[config.mk]
export PLATFORM = sky130hd
export DESIGN_NAME = type_switch_sequencer
export DESIGN_NICKNAME = d
export VERILOG_FILES = /design/src/rtl/type_switch_sequencer.sv
export SDC_FILE = /design/constraint.sdc
export NUM_CORES = 1
export LEC_CHECK = 0
export CAP_MARGIN = 20
export CORE_ASPECT_RATIO = 1.25
export CORE_UTILIZATION = 44
export CTS_BUF_LIST = sky130_fd_sc_hd__clkbuf_4
export DETAILED_ROUTE_END_ITERATION = 10
export PLACE_DENSITY = 0.71
export SLEW_MARGIN = 20
export SYNTH_ARGS = -nofsm -noshare
export SYNTH_HDL_FRONTEND = slang
export SYNTH_SLANG_ARGS = --single-unit
[constraint.sdc]
create_clock -name clk -period 2.07 [get_ports clk]
set_input_delay 0.3105 -clock clk [delete_from_list [all_inputs] [get_ports clk]]
set_output_delay 0.3105 -clock clk [all_outputs]
set_load 0.01 [all_outputs]
[src/rtl/type_switch_sequencer.sv]
// Read-request sequencer and switch_set/o_valid alignment for type_switch_module.
// Optional swap counter output is enabled with `define TYPE_SWITCH_SEQ_CNT_EN.
module type_switch_sequencer #(
    parameter int ADDR_W     = 10,
    parameter int RAM_RD_LAT = 1,
    parameter int SW_LAT     = 3,
    parameter int STRIDE_W   = 4
) (
    input  logic                clk,
    input  logic                rst_n,
    input  logic                start,
    input  logic [ADDR_W-1:0]   base_addr,
    input  logic [ADDR_W:0]     len,
    input  logic [1:0]          swap_mode,
    input  logic [STRIDE_W-1:0] stride_log,
    output logic                rd_en,
    output logic [ADDR_W-1:0]   rd_addr,
    output logic                switch_set,
    output logic                o_valid,
    output logic                busy,
    output logic                done
`ifdef TYPE_SWITCH_SEQ_CNT_EN
    ,
    output logic [ADDR_W:0]     swap_cnt
`endif
);

    // Tap 0 of each chain is the element being issued this cycle; tap i is
    // the same element i cycles later. Outputs are registered, so each output
    // reads the tap one cycle before its target cycle.
    localparam int DEPTH  = RAM_RD_LAT + SW_LAT;
    localparam int SW_TAP = DEPTH - 3;
    localparam int OV_TAP = DEPTH - 1;

    localparam logic [ADDR_W-1:0] ADDR_ONE = {{(ADDR_W-1){1'b0}}, 1'b1};
    localparam logic [ADDR_W:0]   ELEM_ONE = {{ADDR_W{1'b0}}, 1'b1};

    typedef enum logic [1:0] {
        IDLE  = 2'b00,
        ISSUE = 2'b01,
        DRAIN = 2'b10,
        FIN   = 2'b11
    } state_t;

    state_t                state_r;
    state_t                next_state_s;
    logic [ADDR_W:0]       len_r;
    logic [1:0]            mode_r;
    logic [STRIDE_W-1:0]   stride_r;
    logic [ADDR_W:0]       elem_r;
    logic [DEPTH-1:1]      vld_pipe_r;
    logic [SW_TAP:1]       swp_pipe_r;
    logic [DEPTH-1:0]      vld_tap_s;
    logic [SW_TAP:0]       swp_tap_s;
    logic                  start_acc_s;
    logic                  rd_en_s;
    logic [ADDR_W-1:0]     rd_addr_s;
    logic                  switch_set_s;
    logic                  o_valid_s;
    logic                  busy_s;
    logic                  done_s;

    // Shifting past the top bit yields 0, which covers stride_log > ADDR_W.
    function automatic logic swap_bit(input logic [1:0] mode,
                                      input logic [STRIDE_W-1:0] stride,
                                      input logic [ADDR_W:0] idx);
        logic [ADDR_W:0] sh;
        logic            b;
        sh = idx >> stride;
        case (mode)
            2'b01:   b = 1'b1;
            2'b10:   b = sh[0];
            default: b = 1'b0;
        endcase
        return b;
    endfunction

    // FSM state register
    always_ff @(posedge clk or negedge rst_n) begin
        if (!rst_n) begin
            state_r <= IDLE;
        end else begin
            state_r <= next_state_s;
        end
    end

    // FSM next-state logic
    always_comb begin
        next_state_s = state_r;
        case (state_r)
            IDLE: begin
                if (start) begin
                    next_state_s = (len == '0) ? FIN : ISSUE;
                end else begin
                    next_state_s = IDLE;
                end
            end
            ISSUE: begin
                if (elem_r == (len_r - ELEM_ONE)) begin
                    next_state_s = DRAIN;
                end else begin
                    next_state_s = ISSUE;
                end
            end
            DRAIN: begin
                if (vld_pipe_r == '0) begin
                    next_state_s = FIN;
                end else begin
                    next_state_s = DRAIN;
                end
            end
            FIN:     next_state_s = IDLE;
            default: next_state_s = IDLE;
        endcase
    end

    // Output decode: next values for the registered outputs
    always_comb begin
        start_acc_s  = (state_r == IDLE) && start;
        vld_tap_s    = {vld_pipe_r, (state_r == ISSUE)};
        swp_tap_s    = {swp_pipe_r, (state_r == ISSUE) && swap_bit(mode_r, stride_r, elem_r)};
        rd_en_s      = (next_state_s == ISSUE);
        busy_s       = (next_state_s != IDLE);
        done_s       = (next_state_s == FIN);
        switch_set_s = swp_tap_s[SW_TAP];
        o_valid_s    = vld_tap_s[OV_TAP];
        if (!rd_en_s) begin
            rd_addr_s = '0;
        end else if (state_r == IDLE) begin
            rd_addr_s = base_addr;
        end else begin
            rd_addr_s = rd_addr_r_next(rd_addr);
        end
    end

    function automatic logic [ADDR_W-1:0] rd_addr_r_next(input logic [ADDR_W-1:0] a);
        return a + ADDR_ONE;
    endfunction

    // Command fields and element counter
    always_ff @(posedge clk or negedge rst_n) begin
        if (!rst_n) begin
            len_r    <= '0;
            mode_r   <= 2'b00;
            stride_r <= '0;
            elem_r   <= '0;
        end else if (start_acc_s) begin
            len_r    <= len;
            mode_r   <= swap_mode;
            stride_r <= stride_log;
            elem_r   <= '0;
        end else if (state_r == ISSUE) begin
            elem_r   <= elem_r + ELEM_ONE;
        end else begin
            elem_r   <= elem_r;
        end
    end

    // Valid/swap alignment shift registers
    always_ff @(posedge clk or negedge rst_n) begin
        if (!rst_n) begin
            vld_pipe_r <= '0;
            swp_pipe_r <= '0;
        end else begin
            vld_pipe_r <= vld_tap_s[DEPTH-2:0];
            swp_pipe_r <= swp_tap_s[SW_TAP-1:0];
        end
    end

    // Registered outputs
    always_ff @(posedge clk or negedge rst_n) begin
        if (!rst_n) begin
            rd_en      <= 1'b0;
            rd_addr    <= '0;
            switch_set <= 1'b0;
            o_valid    <= 1'b0;
            busy       <= 1'b0;
            done       <= 1'b0;
        end else begin
            rd_en      <= rd_en_s;
            rd_addr    <= rd_addr_s;
            switch_set <= switch_set_s;
            o_valid    <= o_valid_s;
            busy       <= busy_s;
            done       <= done_s;
        end
    end

`ifdef TYPE_SWITCH_SEQ_CNT_EN
    // Swap counter: counts cycles with switch_set high for the current command
    always_ff @(posedge clk or negedge rst_n) begin
        if (!rst_n) begin
            swap_cnt <= '0;
        end else if (start_acc_s) begin
            swap_cnt <= '0;
        end else if (switch_set) begin
            swap_cnt <= swap_cnt + ELEM_ONE;
        end else begin
            swap_cnt <= swap_cnt;
        end
    end
`endif

endmodule

* Word level (Yosys, flattened, before mapping)
Cells that the tools add are included.
Cells by class: add/subtract/negate cells 3, multiply operators 0, div/mod/pow operators 0, $lt $le $gt $ge 0, eq/ne operators 8, shift operators 1, multiplexer cells 10, bitwise logic cells 0, reduce and logical (&&, ||, !) cells 7
Operator list (number):
- 11-bit two-way mux | 2
- 10-bit two-way mux | 2
- 11-bit by 1-bit adder with 11-bit output, second input constant | 1
- 11-bit equality test | 1
- 11-bit logical NOT | 1
- 11-bit by 4-bit right shift with 1-bit output | 1
- 11-bit by 1-bit subtractor with 11-bit output, second input constant | 1
- 10-bit by 1-bit adder with 10-bit output, second input constant | 1
- 2-bit equality test, second input constant | 4
- 2-bit case mux with 4 select lines | 1
- 2-bit by 1-bit equality test with 1-bit output, second input constant | 3
- 2-bit two-way mux | 3
- 2-bit nonzero test | 2
- 3-bit logical NOT | 1
- 1-bit logical AND | 2
- 2-bit logical NOT | 1
- 1-bit case mux with 2 select lines | 1
- 1-bit two-way mux | 1
Word-level totals: register bits after elaboration 49, bits in latches 0, memory bits (writable) 0, bits in read-only memories 0, input bits 30, output and inout port bits 15, word-level logic and storage cells 42, memories 0

* Depth between registers and ports, before layout
word-level depth 6, gate-level depth with buffers 9, gate-level depth less buffers 8

* Worst setup path before layout
No wires, ideal clock.
path kind reg-to-reg, start register len_r[0], end register rd_addr[1], library setup time 0.144 ns, arrival time 2.036 ns, required time 1.926 ns, path slack -0.109 ns, stages on the path, launching flop included 10, buffers on the path 1, clock period less this slack 2.179 ns, cells stage by stage dfrtp_1 inv_1 ha_1 nor3b_4 nand2_1 mux2_1 a211o_1 nor3_4 buf_6 nor3_2
On the way: cells in the longest elaborated chain, start to end 6
RTL lines:
- start: declaration | RTL line 47 | logic [ADDR_W:0] len_r;
- start signal: assignment | RTL line 148 | len_r <= len;
- 11-bit by 1-bit subtractor with 11-bit output | RTL line 99 | if (elem_r == (len_r - ELEM_ONE)) begin
- 11-bit equality test | RTL line 99
- 2-bit two-way mux | RTL line 99
- 2-bit case mux with 4 select lines | RTL line 90 | case (state_r)
- 2-bit by 1-bit equality test with 1-bit output | RTL line 122 | rd_en_s = (next_state_s == ISSUE);
- 10-bit two-way mux | RTL line 127 | if (!rd_en_s) begin
- via rd_addr_s[1] | RTL line 57 | logic [ADDR_W-1:0] rd_addr_s;
- end signal: assignment | RTL line 181 | rd_addr <= rd_addr_s;
- end: declaration | RTL line 17 | output logic [ADDR_W-1:0] rd_addr,
The timed path passes the listed nets, and every way through them passes these cells. A chain may end at the register's enable or synchronous reset.

* Worst setup path after layout
start register len_r[0], end register rd_addr[9]
The elaborated chain is that of the path after synthesis.

==> flow_metrics.env <==
export IMPL_outcome="complete, but fails checks"
export IMPL_violations="negative setup slack"
export IMPL_power_total_uw=4700
export IMPL_vdd_drop_max_mv=0.667
export IMPL_routed_wl_mm=6.11
export IMPL_slowest_delay_ns=0.51
export IMPL_cp_required_ns=2.36
export IMPL_grt_pass1_vias=2188
export IMPL_min_from="switch_set_s"
export IMPL_cts_root_buf="clkbuf_4"
export IMPL_diodes=0
export IMPL_drc=0
export IMPL_crit_fanout=12
export IMPL_max_cap_violations=0
export IMPL_clkLatencyLatePin_ns=0.38
export IMPL_io_buffer_count=44
export IMPL_r2r_start="len_r[0]"
export IMPL_start_util_pct=45.6
export IMPL_hold_viol_final=0
export IMPL_fin_ws_ns=-0.106
export IMPL_grtUsageTotal_pct=20.8
export IMPL_arrival_ns=2.47
export IMPL_synth_top_cells_by_area="dfrtp_1, nand2_1, xnor2_1"
export IMPL_tns_ns=-1.15
export IMPL_yosys_area_top_type_share_pct=46.2
export IMPL_synthCells=274
export IMPL_yosysTopAreaCell="dfrtp_1"
export IMPL_finalCritPeriodShare_pct=105
export IMPL_synth_cell_types=50
export IMPL_clkSlewWorstSetupHoldPaths_ns=0.16
export IMPL_synth_ff_type="dfrtp_1"
export IMPL_routed_via_density=5.45
export IMPL_synth_edf_count=0
export IMPL_die_h_um=88.9
export IMPL_max_freq_mhz=460
export IMPL_via_count=2234
export IMPL_io_pins=45
export IMPL_powerDensity_nw_per_um2=1350
export IMPL_leakage_uw=0.00152
export IMPL_syn2layout_area_growth_pct=31.0
export IMPL_whs_path_depth=0
export IMPL_critical_path_class="reg2reg"
export IMPL_r2r_end="rd_addr[9]"
export IMPL_r2r_worst_path_cells=8
export IMPL_cts_tree="built"
export IMPL_slew_headroom_pct=68.3
export IMPL_grt_ovfl_total=0
export IMPL_fillCellCount=510
export IMPL_rrSetupSlack_ns=-0.11
export IMPL_fin_nets=378
export IMPL_min_to="switch_set"
export IMPL_fin_area_um2=3480
export IMPL_cts_buffers=5
export IMPL_finalWorstPathRequiredPeriod_ns=2.18
export IMPL_gp_congestion=0.879
export IMPL_cts_num_sinks=49
export IMPL_max_slew_worst_pin_slew_ns=0.476
export IMPL_row_count=31
export IMPL_synth_ff_latch_count=49
export IMPL_hpwl_mm=4.49
export IMPL_drt_iter0_markers=60
export IMPL_avgSynthCellArea_um2=9.69
export IMPL_first_pass_iters=6
export IMPL_critPathMostFrequentCell="nor3_4"
export IMPL_dieArea_um2=6350
export IMPL_place_area_um2=3290
export IMPL_die_w_um=71.5
export IMPL_skew_ns=0.0193
export IMPL_rsz0062_at_grt="true"
export IMPL_cp_startpoint="len_r[0]"
export IMPL_setup_viol=12
export IMPL_core_area_um2=5820
export IMPL_yosys_top_cells_count="nand2_1, dfrtp_1, o21ai_0, xnor2_1"
export IMPL_grt_max_degree=22
export IMPL_slew_violations=0
export IMPL_synthesis_nets=309
export IMPL_clock_path_buffers=2
export IMPL_cts_max_level=2
export IMPL_yosysSeqAreaShare_pct=46.2
export IMPL_whs_ns=0.371
export IMPL_post_synth_top_count_cell="nand2_1"
export IMPL_antenna_left=0
export IMPL_startpoint_type="flip-flop"
export IMPL_yosys_warnings=0
export IMPL_grt_first_pass_wirelength_mm=10.3
export IMPL_antenna_found_initial=0
export IMPL_drive_above_1_share_pct=18.9
export IMPL_hp_class="reg2reg"
export IMPL_path_cells="buf_6 -> or4_4 -> nor3_4 -> o2111ai_2 -> a211o_1 -> nor3_4 -> buf_12 -> nor3_1"
export IMPL_final_util_pct=59.8
export IMPL_crit_path_top_delay_cell="or4_4"
export IMPL_end_kind="flip-flop"
export IMPL_routedWlPerCell_um=14.9
export IMPL_async_flop_share_pct=100
export IMPL_syn_area_um2=2660
[cells by family (layout without fill, tap and decap cells)]
family / Yosys count / count (layout) / share of synthesized area (%)
mux: 6 / 6 / 3.25
fa+ha+maj: 5 / 5 / 2.36
compound gates: 47 / 47 / 11.4
simple gates: 128 / 128 / 26.4
buf+inv: 18 / 88 / 2.97
flops: 49 / 49 / 46.2
xor+xnor: 21 / 21 / 7.45
[worst max path at each step]
stage / endpoint / slack (ns) / depth (start not counted)
global placement: rd_addr[9] / -0.19 / 6
floorplan: rd_addr[1] / -0.11 / 9
finish: rd_addr[9] / -0.11 / 8
detailed placement: rd_addr[7] / -0.21 / 6
CTS: rd_addr[9] / -0.1 / 9
global route: rd_addr[9] / -0.22 / 8
[per-layer routing]
layer / part of all wire, % / GRT usage [%] / up-vias
met5: 0 / 0 / -
met4: 1.9 / 7.66 / 0
met3: 2.6 / 3.19 / 11
met2: 52 / 37.8 / 41
met1: 44 / 25.1 / 1072
li1: - / - / 1110
[layout make-up]
type / count / area, µm² / share of cell area (%)
Multi-Input combinational cell: 207 / 1390 / 40.1
Sequential cell: 49 / 1230 / 35.3
Timing Repair Buffer: 75 / 691 / 19.9
Tap cell: 66 / 82.6 / 2.37
Clock buffer: 5 / 37.5 / 1.08
Clock inverter: 3 / 26.3 / 0.756
Inverter: 5 / 18.8 / 0.540
[placed cells by master, fill, tap and decap left out, types with 3 or more instances in the layout]
cell type        instances
nand3_1                 10
nor2_1                  10
xor2_1                   4
buf_4                   27
mux2i_1                  3
and3_1                   6
nand2_1                 56
a21oi_1                  3
dfrtp_1                 48
o21ai_0                 18
xnor2_1                 16
ha_1                     4
nor3_1                   7
nand2b_1                 3
nor3_2                   9
a31oi_1                  3
nand4_1                  8
a22oi_1                  9
clkdlybuf4s50_1         43
clkbuf_4                 5
[worst max-delay path: cells and delay by family (launching register included)]
family,cells,cell delay [ns]
compound gates,2,0.46
buf+inv,2,0.30
flops,1,0.42
simple gates,4,0.92
[stage by stage]
step / instances / setup slack (ns)
floorplan: 274 / -0.109
global placement: 393 / -0.186
detailed placement: 393 / -0.211
CTS: 402 / -0.0988
global route: 410 / -0.216
finish: 410 / -0.106
[flip-flops by register name, indices dropped and copies added (netlist names), 2 cells and up]
| register | cells |
|---|---|
| mode_r | 2 |
| rd_addr | 10 |
| elem_r | 11 |
| state_r | 2 |
| len_r | 11 |
| vld_pipe_r | 3 |
| stride_r | 4 |
[repair_timing]
item,in CTS,in global routing
endpoints found under the hold margin,19,0
gates resized for setup,2,11
hold buffers,1,0
endpoints found under the setup margin,12,13
pin swaps,0,1
buffers inserted,0,8
[power by group]
| part | leakage (µW) | switching [µW] | internal [µW] |
|---|---|---|---|
| combinational | 0.000884 | 1120 | 1310 |
| clock | 0.0000293 | 337 | 140 |
| sequential | 0.000602 | 452 | 1340 |
| total | 0.00152 | 1910 | 2790 |
(Power assumes the default switching activity.)
==> RTL edit, RTL diff (same settings) <==
Add a define of `TYPE_SWITCH_SEQ_CNT_EN`.
--- a/src/rtl/type_switch_sequencer.sv
+++ b/src/rtl/type_switch_sequencer.sv
@@ -1,4 +1,6 @@
 // Read-request sequencer and switch_set/o_valid alignment for type_switch_module.
 // Optional swap counter output is enabled with `define TYPE_SWITCH_SEQ_CNT_EN.
+`define TYPE_SWITCH_SEQ_CNT_EN
+
 module type_switch_sequencer #(
     parameter int ADDR_W     = 10,
Check against the original RTL (old outputs only; new: swap_cnt): equivalent (Yosys induction, for registers that start in step).
==> RTL edit against the original RTL <==
Sequential power increased by 16%; worst setup slack got worse by 0.014 ns; the run still ends with setup timing left; sequential cell count is 11 higher; clock power up 45%; total power is 9.6% higher; hold slack gained 0.0016 ns; global-route usage decreased by 1.0 points; largest cell class is now registers; largest power group unchanged; cell area grew 12%; synthesized area up 13%; synthesized cell count rose by 9.5%; routed wire length up 9.0%; final cell count increased by 13%; highest routed layer unchanged.
==> RTL edit: results (changes against the original RTL) <==
metric	value	unit	change
XOR/XNOR share of the synthesized area	10.5	%	+3.0 points
htree depth	3		+1
Layout fillers	581		+14%
first-pass GRT wire length	11100	um	+8.1%
R2R cell count	9		+1
share of layout cells above drive strength 1	14.9	%	-4.0 points
Post-DP HPWL	4600	um	+2.4%
P_clk	0.000691	W	+45%
post-synthesis compound-gate area fraction	10.4	%	-1.0 points
CP max stage cell	dfrtp_1		
Worst-Margin Slew	0.439	ns	-0.0365 ns
Top delay family on crit path	simple AND/OR/NAND/NOR gates		
met3 wire length	241	um	+51%
commonest non-fill, non-tap cell in the layout	dfrtp_1		
Crit Path Max Fanout	6		-6
Synth area leaders	dfrtp_1, nand2_1, xnor2_1, xor2_1, a32o_1		
slowest stage delay, CP	0.42	ns	-0.09 ns
post-synthesis adder-cell area fraction	2.49	%	+0.14 points
power per cell area	1320	nW/um^2	-2.5%
setup violators final	12		unchanged
static leakage	1.70	nW	+12%
total wire length	6670	um	+9.0%
Setup Skew	0.0135	ns	-0.00585 ns
total CTS buffers	9		+4
multiplexer share of the synthesized area	2.87	%	-0.39 points
Worst Path Arrival	2.49	ns	+0.02 ns
maximum VDD drop	857	uV	+28%
total track usage	19.8	%	-1.0 points
wire length on met2	3390	um	+7.1%
WHS	0.372	ns	+0.00165 ns
Placed Instance Area	3750	um^2	+14%
initial DRC count	178		+200%
pin count of the biggest net entering global routing	61		+180%
post-synthesis sequential area ratio	49.9	%	+3.7 points
failing checks	setup timing		
worst setup margin	-0.120	ns	-0.0139 ns
worst reg2reg path endpoint	rd_addr[8]		
Yosys cell types	45		-10%
Clk Latency, worst-skew pair	0.40	ns	+0.02 ns
clk slew on worst S/H paths	0.11	ns	-0.05 ns
Mapped Nets	336		+8.7%
via count	2480		+11%
drt first pass iters	4		-2
final RePlAce weighted congestion	0.769		-12%
top post-synthesis cells by count	dfrtp_1, nand2_1, xnor2_1		
status	finished with violations		
setup TNS	-1.07	ns	+0.0800 ns
seq pwr	0.00208	W	+16%
switching share of power	38.6	%	-2.1 points
final net count	408		+7.9%
Port Buffer Count	55		+25%
biggest regs	elem_r: 11 flops, len_r: 11 flops, swap_cnt: 11 flops		
## RTL edit: metal layers
layer / vias to the layer above / global-route usage (%)
li1: 1189 / -
met1: 1229 / 23.5
met2: 55 / 35.5
met3: 7 / 4.93
met4: 0 / 6.25
met5: - / 0
## RTL edit: cell families after synthesis
group | Yosys count
and+or+nand+nor | 130
xor gates and xnor gates | 36
DFF | 60
buffers and inverters | 20
adders and majority gates | 6
muxes | 6
AOI/OAI and AO/OA | 42
## RTL edit: how the worst max path moves through the flow
stage | from | to | slack [ns] | depth (start not counted)
floorplan | len_r[0] | rd_addr[4] | -0.07 | 9
global placement | len_r[0] | rd_addr[1] | -0.08 | 9
detailed placement | len_r[1] | rd_addr[1] | -0.16 | 9
CTS | len_r[1] | rd_addr[5] | -0.15 | 9
global route | len_r[0] | rd_addr[8] | -0.21 | 9
finish | len_r[0] | rd_addr[8] | -0.12 | 9
## RTL edit: worst register-to-register path, stage by stage, from the launching register on
cell and delay [ns]:
dfrtp_1 0.42, inv_2 0.09, ha_4 0.13, or3b_4 0.41, nor3_4 0.15, xnor2_1 0.08
nor3_1 0.21, nand4_2 0.16, buf_4 0.20, a32o_1 0.24
## RTL edit: area by class of cell
| cell class | count | area (um^2) | area share (%) |
|---|---|---|---|
| sequential | 60 | 1500 | 38.4 |
| multi-input combinational | 220 | 1460 | 37.4 |
| timing repair buffer | 73 | 699 | 17.9 |
| tap | 87 | 109 | 2.79 |
| clock buffer | 10 | 75.1 | 1.92 |
| clock inverter | 6 | 31.3 | 0.801 |
| inverter | 8 | 30.0 | 0.768 |
## RTL edit: stage by stage
step / setup slack (ns) / std cells
final: -0.120 / 464
after floorplan: -0.0652 / 300
after global placement: -0.0761 / 446
after CTS: -0.150 / 463
after global routing: -0.212 / 464
after detailed placement: -0.162 / 446
